[src/rtl/rx_word_aligner.sv]
// Word aligner for the CMOS LVDS receive path: finds the bit offset of the
// training word in the gearbox stream and presents realigned 12-bit words.
module rx_word_aligner #(
   parameter int              DW         = 12,
   parameter logic [DW-1:0]   TRAIN_WORD = 12'h0F3,
   parameter int              SETTLE     = 2,
   parameter int              LOCK_CNT   = 16,
   parameter int              UNLOCK_CNT = 4
) (
   input  logic          clk_rxg_x1,
   input  logic          align_reset,
   input  logic          train_en,
   input  logic [DW-1:0] data_in,
   output logic [DW-1:0] data_out,
   output logic          data_valid,
   output logic          locked,
   output logic [3:0]    offset,
   output logic          align_err
);

   localparam int SW = $clog2(SETTLE + 1);
   localparam int MW = $clog2(LOCK_CNT + 1);
   localparam int XW = $clog2(UNLOCK_CNT + 1);

   typedef enum logic [1:0] {IDLE, SEARCH, CHECK, LOCKED} state_t;

   state_t          state_q, state_d;
   logic [3:0]      offset_q, offset_d, offset_nxt;
   logic [SW-1:0]   settle_q, settle_d;
   logic [MW-1:0]   match_q, match_d;
   logic [XW-1:0]   miss_q, miss_d;
   logic [3:0]      sweep_q, sweep_d;
   logic            err_d;
   logic [DW-1:0]   data_d;
   logic [2*DW-1:0] win, win_sh;
   logic [DW-1:0]   aligned;
   logic            match;

   // Shifting the window left by offset puts win[23-offset:12-offset] on top.
   assign win        = {data_d, data_in};
   assign win_sh     = win << offset_q;
   assign aligned    = win_sh[2*DW-1:DW];
   assign match      = (aligned == TRAIN_WORD);
   assign offset_nxt = (offset_q == 4'(DW - 1)) ? '0 : offset_q + 4'd1;

   assign locked = (state_q == LOCKED);
   assign offset = offset_q;

   always_ff @(posedge clk_rxg_x1 or posedge align_reset) begin
      if (align_reset) begin
         state_q    <= IDLE;
         offset_q   <= '0;
         settle_q   <= '0;
         match_q    <= '0;
         miss_q     <= '0;
         sweep_q    <= '0;
         align_err  <= 1'b0;
         data_d     <= '0;
         data_out   <= '0;
         data_valid <= 1'b0;
      end else begin
         state_q    <= state_d;
         offset_q   <= offset_d;
         settle_q   <= settle_d;
         match_q    <= match_d;
         miss_q     <= miss_d;
         sweep_q    <= sweep_d;
         align_err  <= err_d;
         data_d     <= data_in;
         data_out   <= aligned;
         data_valid <= locked & ~train_en;
      end
   end

   always_comb begin
      state_d  = state_q;
      offset_d = offset_q;
      settle_d = settle_q;
      match_d  = match_q;
      miss_d   = miss_q;
      sweep_d  = sweep_q;
      err_d    = align_err;
      case (state_q)
         IDLE: begin
            if (train_en) begin
               state_d  = SEARCH;
               settle_d = '0;
            end
         end
         SEARCH: begin
            if (!train_en) begin
               state_d  = IDLE;
               settle_d = '0;
               match_d  = '0;
               miss_d   = '0;
               sweep_d  = '0;
            end else if (settle_q != SW'(SETTLE)) begin
               settle_d = settle_q + SW'(1);
            end else if (match) begin
               state_d  = CHECK;
               settle_d = '0;
               match_d  = MW'(1);
            end else begin
               offset_d = offset_nxt;
               settle_d = '0;
               // Twelfth consecutive failed offset completes a full sweep.
               if (sweep_q == 4'(DW - 1)) begin
                  err_d   = 1'b1;
                  sweep_d = '0;
               end else begin
                  sweep_d = sweep_q + 4'd1;
               end
            end
         end
         CHECK: begin
            if (!train_en) begin
               state_d  = IDLE;
               settle_d = '0;
               match_d  = '0;
               miss_d   = '0;
               sweep_d  = '0;
            end else if (!match) begin
               state_d  = SEARCH;
               offset_d = offset_nxt;
               settle_d = '0;
               match_d  = '0;
            end else if (match_q == MW'(LOCK_CNT - 1)) begin
               state_d = LOCKED;
               match_d = '0;
               sweep_d = '0;
               err_d   = 1'b0;
            end else begin
               match_d = match_q + MW'(1);
            end
         end
         LOCKED: begin
            if (!train_en || match) begin
               miss_d = '0;
            end else if (miss_q == XW'(UNLOCK_CNT - 1)) begin
               state_d  = SEARCH;
               offset_d = offset_nxt;
               settle_d = '0;
               miss_d   = '0;
            end else begin
               miss_d = miss_q + XW'(1);
            end
         end
         default: state_d = IDLE;
      endcase
   end

endmodule

[config.mk]
export PLATFORM = sky130hd
export DESIGN_NAME = rx_word_aligner
export DESIGN_NICKNAME = d
export VERILOG_FILES = /design/src/rtl/rx_word_aligner.sv
export SDC_FILE = /design/constraint.sdc
export NUM_CORES = 1
export LEC_CHECK = 0
export BUFFER_PORTS_ARGS = -buffer_cell sky130_fd_sc_hd__buf_2
export CAP_MARGIN = 30
export CORE_MARGIN = 10
export CORE_UTILIZATION = 40
export DETAILED_ROUTE_END_ITERATION = 8
export GPL_ROUTABILITY_DRIVEN = 0
export PLACE_DENSITY_LB_ADDON = 0.08
export SYNTH_ARGS = -nofsm -noshare
export SYNTH_HDL_FRONTEND = slang
export SYNTH_SLANG_ARGS = --single-unit
[constraint.sdc]
create_clock -name clk_rxg_x1 -period 4.14 [get_ports clk_rxg_x1]
set_clock_uncertainty 0.1 [all_clocks]
set_input_delay 0.621 -clock clk_rxg_x1 [delete_from_list [all_inputs] [get_ports clk_rxg_x1]]
set_output_delay 0.621 -clock clk_rxg_x1 [all_outputs]
set_load 0.02 [all_outputs]
Word-level counts from Yosys, hierarchy flattened --
Index checks and enable logic that the tools add are counted.
Word-level totals: register bits 46, input bits 15, output and inout port bits 19, logic and storage cells 112
Cells by class: add/sub/neg operators 5, eq/ne operators 27, shift operators 1, multiplexer cells 53, bitwise operators 2, reduce and logical (&&, ||, !) cells 14
Operator list (count):
- two-way mux 4 bit | 14
- two-way mux 2 bit | 16
- two-way mux 5 bit | 6
- << shifter 24 x 4 -> 24 bit | 1
- != test 2 bit, second input constant | 11
- != test 3 bit, second input constant | 6
- one-hot mux 2 bit (4 select lines) | 2
- == test 12 x 8 -> 1 bit, second input constant | 1
- one-hot mux 4 bit (3 select lines) | 1
- AND reduction 6 bit | 2
- one-hot mux 5 bit (2 select lines) | 1
- two-way mux 3 bit | 3
- adder 4 x 1 -> 4 bit, second input constant | 2
- == test 4 bit, second input constant | 2
- one-hot mux 4 bit (2 select lines) | 1
- AND reduction 8 bit | 1
- two-way mux 1 bit | 7
- one-hot mux 3 bit (2 select lines) | 1
- adder 5 x 1 -> 5 bit, second input constant | 1
- == test 5 x 4 -> 1 bit, second input constant | 1
- AND reduction 5 bit | 1
- == test 2 bit, second input constant | 2
- != test 4 bit, second input constant | 1
- AND reduction 4 bit | 1
- 16 further kinds | 17

Depth between registers and ports, before layout --
word-level depth 6, mapped depth 12, mapped depth without buffers 8

Least setup slack after synthesis --
No wires, ideal clock.
path kind flip-flop to flip-flop, start register offset_q[1] (netlist: offset[1]), end register match_q[3], library setup time 92 ps, arrival time 3203 ps, required time 3948 ps, path slack 745 ps, stages on the path, launching flop included 12, buffers on the path 4, clock period less this slack 3395 ps, cell sequence dfrtp_1 -> buf_6 -> buf_8 -> buf_4 -> mux2_2 -> a2111oi_0 -> o2111ai_1 -> o31a_1 -> or3_1 -> buf_2 -> or4_4 -> o31ai_2
On the way: word-level cells in the longest chain between the ends 5, elaborated cells between the ends (all ways) 7, classes of those cells eq/ne: 2; shift: 1; mux: 3; reduce/logical: 1
Ends and longest elaborated chain:
- start: declaration | RTL line 28 | logic [3:0] offset_q, offset_d, offset_nxt;
- start signal: assignment | RTL line 63 | offset_q <= offset_d;
- << shifter 24 x 4 -> 24 bit (*) | RTL line 41 | assign win_sh = win << offset_q;
- == test 12 x 8 -> 1 bit (*) | RTL line 43 | assign match = (aligned == TRAIN_WORD);
- two-way mux 5 bit | RTL line 122 | end else if (!match) begin
- two-way mux 5 bit | RTL line 116 | if (!train_en) begin
- one-hot mux 5 bit (2 select lines) | RTL line 83 | case (state_q)
- end signal: assignment | RTL line 65 | match_q <= match_d;
- end: declaration | RTL line 30 | logic [MW-1:0] match_q, match_d;
Every way passes the cells marked *; elsewhere a longest branch is shown, timed or not. A chain may end at the register's enable or synchronous reset.

Worst setup path in the final report --
Ends and elaborated chain as after synthesis.

==> impl_metrics.py <==
metrics = {
    "timing": {
        "hold_viol": 0,
        "holdWs_ns": 0.207,
        "fin_crit_ns": 3.86,
        "slew-limit-headroom_pct": 56.5,
        "fin_setup_tns_ns": 0,
        "worstMarginPinSlew_ns": 0.653,
        "clock.fmax_ghz": 0.259,
        "rsz0062_at_grt": "false",
        "setup-violations-final": 0,
        "slew_viol_final": 0,
        "period_share_pct": 93.1,
    },
    "routing": {
        "vias_per_cell": 5.90,
        "first_iter_violations": 277,
        "routedWlPerCell_um": 19.3,
        "drc": 0,
        "vias": 2489,
        "drt_pass1_iterations": 4,
        "postRouteAntennaNets": 0,
        "routed_wl_um": 8140,
    },
    "synthesis": {
        "yosysSeqAreaShare_pct": 35.6,
        "synth-warning-count": 0,
        "ys_seq_elements": 46,
        "syn_area_per_cell_sq_um": 11.1,
        "yosys_most_used_dff": "dfrtp_1",
        "synth.top_cell.area_share_pct": 35.6,
        "synth.distinct_cells": 61,
        "synth_nets": 315,
        "netlist_instances": 291,
        "yosys.area.top_type": "dfrtp_1",
        "synthArstFlopShare_pct": 100,
        "syn_area_sq_um": 3230,
        "synthTopCellsByArea": "dfrtp_1 36%, mux4_2 18%, mux2i_1 5.3%",
        "synth_edf_count": 0,
    },
    "final_layout": {
        "antenna_cells": 0,
        "synthToLayoutAreaGrowth_pct": 10.6,
        "final_common_cell": "dfrtp_1",
        "drive_gt1_share_pct": 29.7,
        "fin_cells": 422,
        "fin_nets": 344,
        "final_cell_mix": "45 x dfrtp_1, 33 x buf_2, 26 x mux4_2",
    },
    "setup_path": {
        "critPathCaptureType": "register",
        "required_ns": 4.25,
        "crit_fanout": 25,
        "path_buf_inv": 1,
        "cpPeakStageDelay_ns": 0.77,
        "worst-setup-path-type": "register to register",
        "start_kind": "register",
        "crit_path_top_delay_cell": "dfrtp_2",
        "crit_arrival_ns": 3.96,
        "crit_chain": "buf_4 > mux4_2 > mux2i_1 > o2111ai_1 > o31a_1 > or3_1 > or4_4 > o31ai_2",
        "crit_family": "simple AND/OR/NAND/NOR gates",
    },
    "clock_network": {
        "hold_buffers": 0,
        "cts_made_buffers": 5,
        "cts_root_buffer": "clkbuf_8",
        "cts.sinks": 46,
        "clk_pin_slew_worst_paths_ns": 0.09,
        "clk_latency_ns": 0.30,
        "cts_setup_buffers": 0,
        "cts_resized": 0,
        "cts_tree": "yes",
        "htreeDepth": 2,
        "cts_buffer_depth": 2,
    },
    "global_routing": {
        "antenna_found_initial": 0,
        "grt_pass1_wl_um": 13400,
        "grt_overflow_total": 0,
        "track_usage_pct": 13.9,
        "grt_max_degree": 32,
        "grt_pass1_vias": 2480,
    },
    "power": {
        "sw_frac_of_total_pct": 44.9,
        "static-leakage-power_nw": 1.52,
        "pwr-share-seq_pct": 28.6,
        "internal_power_w": 0.00140,
        "p_sw_w": 0.00114,
        "pwr-share-comb_pct": 60.9,
        "p_clk_share_pct": 10.5,
        "cellPowerDensity_nw_per_um2": 709,
        "ir_worst_vdd_uv": 460,
    },
    "floorplanning": {
        "start_util_pct": 41.4,
        "core-area_sq_um": 7810,
        "die_h_um": 110,
        "die-area_sq_um": 12100,
        "die_w_um": 110,
        "pin_count": 34,
        "rows": 32,
    },
    "min_path": {
        "hold_class": "input pin to asynchronous set/reset pin",
    },
    "placed_design": {
        "dp_hpwl_um": 6080,
        "io_buffer_count": 33,
        "dp.cells": 415,
    },
    "outcome": {
        "status": "completed",
    },
    "flow_run": {
        "drv_cap": 0,
    },
}
[path summary, 6_finish.rpt]
path                                  startpoint                      to  slack (ns)  depth (start not counted)
setup / recovery           offset[1]$_DFFE_PP0P_  match_q[3]$_DFFE_PP0P_        0.28                          8
hold / removal                       align_reset     data_d[9]$_DFF_PP0_        0.21                          2
setup reg to reg           offset[1]$_DFFE_PP0P_  match_q[3]$_DFFE_PP0P_        0.28                          8
hold reg to reg            miss_q[0]$_DFFE_PP0P_   miss_q[0]$_DFFE_PP0P_        0.41                          1
max in group asynchronous            align_reset  state_q[1]$_DFFE_PP0P_        3.24                          3
min in group clk_rxg_x1               data_in[0]     data_d[0]$_DFF_PP0_        0.38                          1
[power by group through the flow]
stage          clock (W)  sequential, W  combinational [W]
2_1_floorplan          0       0.000757            0.00116
5_1_grt         0.000296       0.000752            0.00170
3_5_place_dp           0       0.000737            0.00154
4_1_cts         0.000279       0.000728            0.00155
6_report        0.000265       0.000726            0.00154
3_3_place_gp           0       0.000736            0.00153
[area by class of cell]
| class | count | area, sq um |
|---|---|---|
| timing repair buffer | 42 | 245 |
| multi-input combinational | 207 | 1900 |
| tap | 102 | 128 |
| inverter | 18 | 67.6 |
| sequential | 46 | 1150 |
| fill | 764 | 4230 |
| clock buffer | 7 | 76.3 |
[through the flow]
| stage | utilization [%] | total power, W | cell area (sq um) | worst slack (ns) |
|---|---|---|---|---|
| 6_report | 45.8 | 0.00253 | 3570 | 0.284 |
| 5_1_grt | 45.8 | 0.00274 | 3570 | 0.00774 |
| 4_1_cts | 45.8 | 0.00256 | 3570 | 0.282 |
| 3_5_place_dp | 44.8 | 0.00228 | 3500 | 0.307 |
| 3_3_place_gp | 44.5 | 0.00227 | 3480 | 0.355 |
| 2_1_floorplan | - | 0.00192 | 3230 | 0.745 |
[registers in the layout (all words and copies together) (netlist names), 2 cells and up]
register	count
offset	4
match_q	5
data_out	12
miss_q	3
data_d	12
sweep_q	4
state_q	2
settle_q	2
[worst reg2reg max path, stage by stage, from the launching register on]
cell and delay [ns]:
dfrtp_2 0.77, buf_4 0.41, mux4_2 0.55, mux2i_1 0.23, o2111ai_1 0.15, o31a_1 0.21, or3_1 0.52, or4_4 0.60
o31ai_2 0.22
[logic make-up (layout without fill, tap and decap cells)]
logic type / count (synthesis) / after routing / synth area share [%]
fa+ha+maj: 9 / 9 / 3.48
compound gates: 60 / 60 / 13.7
buf+inv: 38 / 67 / 5.46
flops: 46 / 46 / 35.6
mux: 58 / 58 / 29.1
simple gates: 80 / 80 / 12.7
[Yosys cell counts (all sizes together) (5+ instances only)]
cell and n:
a21oi 9, a31oi 5, buf 12, clkbuf 8
dfrtp 46, ha 9, inv 18, mux2 14
mux2i 17, mux4 27, nand2 23, nand3 13
nor2 14, nor2b 6, nor3 6, o21ai 8
o41ai 5
[layer usage]
layer / vias to the layer above / track usage [%] / wire [um]
li1: 1180 / - / -
met1: 1226 / 21.0 / 3960
met2: 77 / 19.9 / 3500
met3: 6 / 2.98 / 619
met4: 0 / 2.88 / 63
met5: - / 0 / 0
No activity file was read; power rests on OpenSTA's default activity.
